## src/rtl/mult4_datapath.sv

```systemverilog
// Purpose : shift-add datapath for a 4x4 unsigned multiplier, steered by a 3-bit sequencer code.
// Latency : product/done update 5 edges after the load edge (one step per edge for four edges, then done).
// Backpressure: none; the upstream sequencer owns pacing and every code is acted on at each edge.
//
// Ports:
//   i_clk      system clock, rising edge
//   i_clr      synchronous active-high clear, overrides every other action
//   i_v        sequencer state code (000 idle, 001 load, 010..101 step, 110 done, 111 illegal)
//   i_a_in     multiplicand, captured only while i_v == 001
//   i_b_in     multiplier, captured only while i_v == 001
//   o_product  registered 2*WIDTH-bit result, held until the next done
//   o_done     registered pulse, high for each edge that saw i_v == 110
//   o_busy     registered, high while a multiplication is in flight
//   o_err      registered sticky flag for illegal codes or out-of-order transitions
module mult4_datapath #(
    parameter int WIDTH = 4
) (
    input  logic               i_clk,
    input  logic               i_clr,
    input  logic [2:0]         i_v,
    input  logic [WIDTH-1:0]   i_a_in,
    input  logic [WIDTH-1:0]   i_b_in,
    output logic [2*WIDTH-1:0] o_product,
    output logic               o_done,
    output logic               o_busy,
    output logic               o_err
);

    // The sequencer provides exactly four step codes, so only a 4-bit
    // operand width produces a complete product.
    if (WIDTH != 4) begin : g_width_chk
        $error("mult4_datapath: WIDTH must be 4");
    end

    localparam logic [2:0] V_IDLE  = 3'b000;
    localparam logic [2:0] V_LOAD  = 3'b001;
    localparam logic [2:0] V_STEP0 = 3'b010;
    localparam logic [2:0] V_STEP1 = 3'b011;
    localparam logic [2:0] V_STEP2 = 3'b100;
    localparam logic [2:0] V_STEP3 = 3'b101;
    localparam logic [2:0] V_DONE  = 3'b110;
    localparam logic [2:0] V_ILL   = 3'b111;

    logic [WIDTH-1:0]   r_a;
    logic [WIDTH-1:0]   r_p;
    logic [WIDTH-1:0]   r_q;
    logic [2:0]         r_prev;
    logic [2*WIDTH-1:0] r_product;
    logic               r_done;
    logic               r_busy;
    logic               r_err;

    logic [WIDTH:0]     w_addend;
    logic [WIDTH:0]     w_sum;
    logic               w_legal;

    // Partial product: add the multiplicand when the current multiplier LSB
    // is set. The carry lands in w_sum[WIDTH] and shifts into P's MSB.
    assign w_addend = r_q[0] ? {1'b0, r_a} : '0;
    assign w_sum    = {1'b0, r_p} + w_addend;

    // Only the forward walk of the sequencer, plus idle dwell, is legal.
    always_comb begin
        w_legal = 1'b0;
        case (r_prev)
            V_IDLE:  w_legal = (i_v == V_IDLE) || (i_v == V_LOAD);
            V_LOAD:  w_legal = (i_v == V_STEP0);
            V_STEP0: w_legal = (i_v == V_STEP1);
            V_STEP1: w_legal = (i_v == V_STEP2);
            V_STEP2: w_legal = (i_v == V_STEP3);
            V_STEP3: w_legal = (i_v == V_DONE);
            V_DONE:  w_legal = (i_v == V_IDLE);
            default: w_legal = 1'b0;
        endcase
    end

    always_ff @(posedge i_clk) begin
        if (i_clr) begin
            r_a       <= '0;
            r_p       <= '0;
            r_q       <= '0;
            r_prev    <= V_IDLE;
            r_product <= '0;
            r_done    <= 1'b0;
            r_busy    <= 1'b0;
            r_err     <= 1'b0;
        end else begin
            r_prev <= i_v;
            r_done <= 1'b0;

            // Sticky: any out-of-order pair or the 111 code latches the
            // flag, while the action for the current code still happens.
            if (!w_legal || (i_v == V_ILL)) begin
                r_err <= 1'b1;
            end

            case (i_v)
                V_IDLE: begin
                    r_busy <= 1'b0;
                end
                V_LOAD: begin
                    r_a    <= i_a_in;
                    r_q    <= i_b_in;
                    r_p    <= '0;
                    r_busy <= 1'b1;
                end
                V_STEP0, V_STEP1, V_STEP2, V_STEP3: begin
                    r_p    <= w_sum[WIDTH:1];
                    r_q    <= {w_sum[0], r_q[WIDTH-1:1]};
                    r_busy <= 1'b1;
                end
                V_DONE: begin
                    r_product <= {r_p, r_q};
                    r_done    <= 1'b1;
                    r_busy    <= 1'b0;
                end
                default: begin
                    // 111: hold operands and product, drop busy.
                    r_busy <= 1'b0;
                end
            endcase
        end
    end

    assign o_product = r_product;
    assign o_done    = r_done;
    assign o_busy    = r_busy;
    assign o_err     = r_err;

endmodule
```

## config.mk

```make
export PLATFORM = sky130hd
export DESIGN_NAME = mult4_datapath
export DESIGN_NICKNAME = d
export VERILOG_FILES = /design/src/rtl/mult4_datapath.sv
export SDC_FILE = /design/constraint.sdc
export NUM_CORES = 1
export LEC_CHECK = 0
export BUFFER_PORTS_ARGS = -buffer_cell sky130_fd_sc_hd__buf_2
export CELL_PAD_IN_SITES_DETAIL_PLACEMENT = 1
export CELL_PAD_IN_SITES_GLOBAL_PLACEMENT = 1
export CORE_MARGIN = 2
export CORE_UTILIZATION = 36
export CTS_CLUSTER_DIAMETER = 30
export DETAILED_ROUTE_END_ITERATION = 10
export GPL_ROUTABILITY_DRIVEN = 0
export HOLD_SLACK_MARGIN = 0.08
export PLACE_DENSITY = 0.68
export SYNTH_ARGS = -nofsm -noshare
export SYNTH_HDL_FRONTEND = slang
export SYNTH_SLANG_ARGS = --single-unit
```

## constraint.sdc

```tcl
create_clock -name i_clk -period 1.9 [get_ports i_clk]
set_input_delay 0.285 -clock i_clk [delete_from_list [all_inputs] [get_ports i_clk]]
set_output_delay 0.285 -clock i_clk [all_outputs]
set_load 0.01 [all_outputs]
```

### Word-level counts from Yosys, hierarchy flattened

Index checks and enable logic that the tools add are counted.

| word-level totals | value |
|---|---|
| memory bits (read-only) | 0 |
| RAM bits | 0 |
| output and inout bits | 11 |
| word-level logic and storage cells | 36 |
| input port bits | 13 |
| latch bits | 0 |
| bits in registers | 26 |
| memories kept | 0 |

| cells by class | value |
|---|---|
| reduce and logical (&&, ||, !) cells | 8 |
| add/sub/neg operators | 1 |
| bitwise gates (word level) | 0 |
| shifts and indexed selects | 0 |
| equal/unequal tests | 13 |
| magnitude comparators | 0 |
| muxes and demuxes | 6 |
| divide/modulo/power cells | 0 |
| multipliers | 0 |

Operators with widths:

| kind | count |
|---|---|
| 3-bit == test, second input constant | 7 |
| 4-bit case mux with 2 select lines | 2 |
| 3-bit by 2-bit == test with 1-bit output, second input constant | 4 |
| 1-bit case mux with 7 select lines | 1 |
| 3-bit by 1-bit == test with 1-bit output, second input constant | 2 |
| 3-bit logical NOT | 2 |
| 4-bit by 4-bit adder with 5-bit output | 1 |
| 5-bit OR reduction | 1 |
| 4-bit 2-to-1 mux | 1 |
| 4-bit OR reduction | 1 |
| 1-bit logical OR | 2 |
| 1-bit 2-to-1 mux | 2 |
| 2-bit nonzero test | 1 |
| 1-bit logical NOT | 1 |

### Longest topological paths before layout

| logic depth | value |
|---|---|
| depth after elaboration | 5 |
| mapped depth | 7 |
| mapped depth without buffers | 7 |

### Worst setup path before layout

Ideal clock, no wire load.

| timing path | value |
|---|---|
| path kind | input -> register |
| start point | in i_v[1] |
| end point | reg r_p[2] |
| required time | 1.837 ns |
| setup slack | 0.279 ns |
| path buffers | 1 |
| arrival | 1.558 ns |
| library setup time | 0.063 ns |
| stages | 5 |
| path through | buf_4 inv_1 ha_1 or4b_2 nand3_1 |

| on the way | value |
|---|---|
| cells in the longest elaborated chain, start to end | 3 |
| elaborated cells on any way between the ends | 8 |
| those cells by class | eq/ne (5); mux (1); reduce/logical (2) |

Ends and longest elaborated chain:

| what | line | RTL |
|---|---|---|
| start: declaration | 20 | `input logic [2:0] i_v,` |
| 3-bit by 2-bit == test with 1-bit output / 3-bit == test (equally long branches) | 97 | `case (i_v)` |
| 4-bit OR reduction | 97 |  |
| 4-bit case mux with 2 select lines / 2-bit nonzero test (equally long branches) | -- |  |
| end signal: assignment | 108 | `r_p <= w_sum[WIDTH:1];` |
| end: declaration | 45 | `logic [WIDTH-1:0] r_p;` |

Parallel ways exist; a longest one is shown, timed or not.
A chain may end at the register's enable or synchronous reset.

### Final worst setup path

| timing path | value |
|---|---|
| start point | reg r_q[0] |
| end point | reg r_p[2] |

| on the way | value |
|---|---|
| cells in the longest elaborated chain, start to end | 3 |

Ends and longest elaborated chain:

| what | line | RTL |
|---|---|---|
| start: declaration | 46 | `logic [WIDTH-1:0] r_q;` |
| start signal: assignment | 103 | `r_q <= i_b_in;` |
| start signal: assignment | 109 | `r_q <= {w_sum[0], r_q[WIDTH-1:1]};` |
| 4-bit 2-to-1 mux | 59 | `assign w_addend = r_q[0] ? {1'b0, r_a} : '0;` |
| 4-bit by 4-bit adder with 5-bit output | 60 | `assign w_sum = {1'b0, r_p} + w_addend;` |
| 4-bit case mux with 2 select lines | 97 |  |

No other way between the ends.

==> key figures <==
Critical path
  • Critical Path AT: 2.08 ns
  • Slowest stage delay, CP: 0.62 ns
  • Crit-path max FO: 6
  • Crit Path Class: register to register
  • Reg2Reg Capture Point: r_p[2]
  • CP max stage cell: or4b_2
  • CP Launch Type: register
  • Crit-path cells: nand2_1, inv_1, ha_1, a21o_1, a21oi_1, or4b_2, nand3_1
  • CP Capture Type: register
  • Reg-to-reg slack, setup: 0.11 ns
  • CP Data Required Time: 2.18 ns
  • Worst reg2reg path startpoint: r_q[0]
  • Reg2Reg Depth: 7

Floorplan
  • Initial Util: 36.84%
  • Die Span Y: 61.97 um
  • DIE WIDTH: 61.97 um
  • Row cnt: 21
  • Die ar.: 3840 sq um
  • Core area: 3284 sq um
  • I/O pin cnt: 24

Detailed routing
  • DRT iter0 DRCs: 34
  • Post-route ant nets: 0
  • Total number of vias: 1,053
  • First-pass DRT Iterations: 4
  • Routed WL: 2914 um
  • Residual DRC count: 0
  • Per-cell routed wire length: 13.94 um
  • Vias per std cell: 5.038

Timing
  • Maximum clock rate: 557.3 MHz
  • RSZ-0062 raised after global routing: false
  • Fin Clk Skew: 0.006082 ns
  • # setup viols final: 0
  • Worst Setup Slack, final: 0.1058 ns
  • Fin crit share: 94.43%
  • Slew HR: 66.89%
  • Setup TNS: 0 ns
  • Measured slew at the worst slew-check pin: 0.4967 ns
  • Final Max Slew Viols: 0
  • Crit path time final: 1.794 ns
  • Worst hold margin: 0.1693 ns
  • Final Hold Vio Count: 0

Min path
  • HP Class: primary input to register
  • Hold Path End: r_a[3]
  • Hold depth: 3
  • Hold path startpoint: i_a_in[3]

Layout
  • Register area: 524.3 sq um
  • Final core occ: 44.04%
  • Nets: 183
  • Multi-input gate area: 633.1 sq um
  • Antenna Cells: 0
  • Layout cell share with drive strength beyond 1: 24.54%
  • Area growth syn-to-layout: 19.55%
  • Fill count: 401

Clocking
  • Clock Tree Buf Depth: 2
  • CTS buffer count: 3
  • Clk sink count: 26
  • TritonCTS clock tree: yes
  • CTS clk-pin slew, worst paths: 0.15 ns
  • Clock Latency Late Sink: 0.33 ns
  • Hold buffers post-CTS: 0
  • H-Tree Depth: 1
  • CTS root buf: clkbuf_4
  • Setup Fix Bufs, Post-CTS: 0

Global routing
  • Total GRT Usage: 16.99%
  • Vias in the first global route: 1,030
  • Largest net degree at the start of global routing: 29
  • Met1 Use GR: 19.77%
  • Grt met2 use: 29.61%
  • Total gr overflow: 0
  • First-pass GRT wire length: 4761 um
  • Initial antenna violation count: 0
  • GR Util met3: 3.106%
  • GR peak layer: met2

Synth
  • Mapped Cells: 137
  • Async set or reset register ratio after synthesis: 0%
  • Flops & latches, synth: 26
  • Cell area after synthesis: 1210 sq um
  • EDFF count, synth: 0
  • Avg Inst Size Synth: 8.831 sq um
  • Sequential-to-total area share from yosys stat: 43.02%
  • Syn Nets: 156
  • Ys Warns: 0
  • Count of cell types in the netlist: 35
  • Post-synth top flop: dfxtp_1

Placement
  • DPL Wire Length: 2217 um
  • DP Worst Slack: 0.1311 ns
  • PortBufs: 23

Power and ir drop
  • Final Power: 1.084 mW
  • PwrDens: 749.1 nW/um^2
  • Leak pwr: 0.6255 nW
  • Worst vdd ir: 0.3550 mV

Run status
  • Status: finished clean

Flow run
  • Max capacitance violation total: 0
-- sequential cells by signal (all words and copies together) (netlist names) --
signal	count
o_err	1
o_product	8
o_done	1
r_prev	3
r_q	4
o_busy	1
r_p	4
r_a	4
-- Yosys cell counts, drive strengths merged (2+ instances only) --
cell type	number	area, sq um
dfxtp	26	520.5
nand2	25	93.84
a21oi	16	80.08
nor2	10	37.54
inv	7	26.28
ha	5	62.56
mux2	4	45.04
mux2i	4	40.04
and2	3	18.77
buf	3	18.76
clkbuf	3	11.26
nand3	3	15.01
nor3	3	15.01
a311oi	2	17.52
nor3b	2	26.28
nor4bb	2	20.02
o21ai	2	10.01
or4b	2	20.02
-- worst max-delay path, delay by kind of cell (launching register included) --
kind                       cells  cell delay [ns]
and+or+nand+nor                3             0.82
buffers and inverters          1             0.06
DFF                            1             0.39
AOI/OAI and AO/OA              2             0.20
adders and majority gates      1             0.29
-- routing by layer --
| layer | up-vias | part of all wire, % |
|---|---|---|
| li1 | 529 | - |
| met1 | 490 | 43 |
| met2 | 25 | 51 |
| met3 | 9 | 4.1 |
| met4 | 0 | 2.3 |
| met5 | - | 0 |
-- metrics by stage --
stage | cell area [sq um] | std cells
global placement | 1390 | 205
floorplan | 1210 | 137
detailed placement | 1390 | 205
finish | 1446 | 209
CTS | 1443 | 209
global route | 1446 | 209
-- layout make-up --
cell class,instances,share of cell area (%)
multi-input combinational,98,43.77
sequential,26,36.25
timing repair buffer,28,10.55
tap,46,3.979
clock inverter,1,2.076
inverter,7,1.817
clock buffer,3,1.557
-- repair_timing --
item                       4_1_cts  5_1_grt
setup endpoints to repair        0        2
gates resized for setup          0        2
hold endpoints to repair         0        0
-- worst max-delay path by stage --
stage	start	end	slack, ns	cells past startpoint
5_1_grt	r_q[0]	r_p[2]	0.004	7
3_5_place_dp	r_q[0]	r_p[2]	0.13	7
3_3_place_gp	i_v[1]	r_p[2]	0.23	5
2_1_floorplan	i_v[1]	r_p[2]	0.28	5
4_1_cts	r_q[0]	r_p[3]	0.07	7
6_report	r_q[0]	r_p[2]	0.11	7
-- cell families (layout without fill, tap and decap cells) --
kind of cell | Yosys count | in the layout | share of synthesized area (%)
AND/OR/NAND/NOR | 56 | 56 | 24.20
AO/OA/AOI/OAI | 26 | 26 | 12.82
flip-flops | 26 | 26 | 43.02
buffers and inverters | 13 | 39 | 4.653
multiplexers | 8 | 8 | 7.032
adder cells (fa/ha/maj) | 6 | 6 | 6.825
XOR/XNOR | 2 | 2 | 1.448
-- power breakdown --
group          total, mW  internal [mW]  switching (mW)  leakage [nW]
sequential         0.575          0.561          0.0138         0.213
clock              0.394          0.214           0.180        0.0279
combinational      0.115         0.0521          0.0630         0.385
total               1.08          0.827           0.257         0.626
-- placed cells by master (no fill, tap or decap) --
cell       count
a2111oi_0      1
a41o_1         1
nand4b_1       1
nand3b_1       1
a21oi_1       16
fa_1           1
mux2_2         4
o31ai_1        1
and2_1         3
o21ai_0        2
nor3b_1        1
a21o_1         1
buf_4          5
nand2_1       25
nor2b_1        1
inv_1          7
clkbuf_4       3
nor2_1        10
nand4bb_1      1
nor3b_4        1
a211oi_1       1
nor3_1         3
and3_1         1
bufinv_16      1
dfxtp_1       25
xnor2_1        1
nand2b_1       1
a31oi_1        1
mux2i_1        4
a311oi_1       2
nand3_1        3
nor4bb_1       2
ha_1           5
dfxtp_4        1
or4b_2         2
buf_2         23
xor2_1         1
Power figures use the tool's default switching activity.
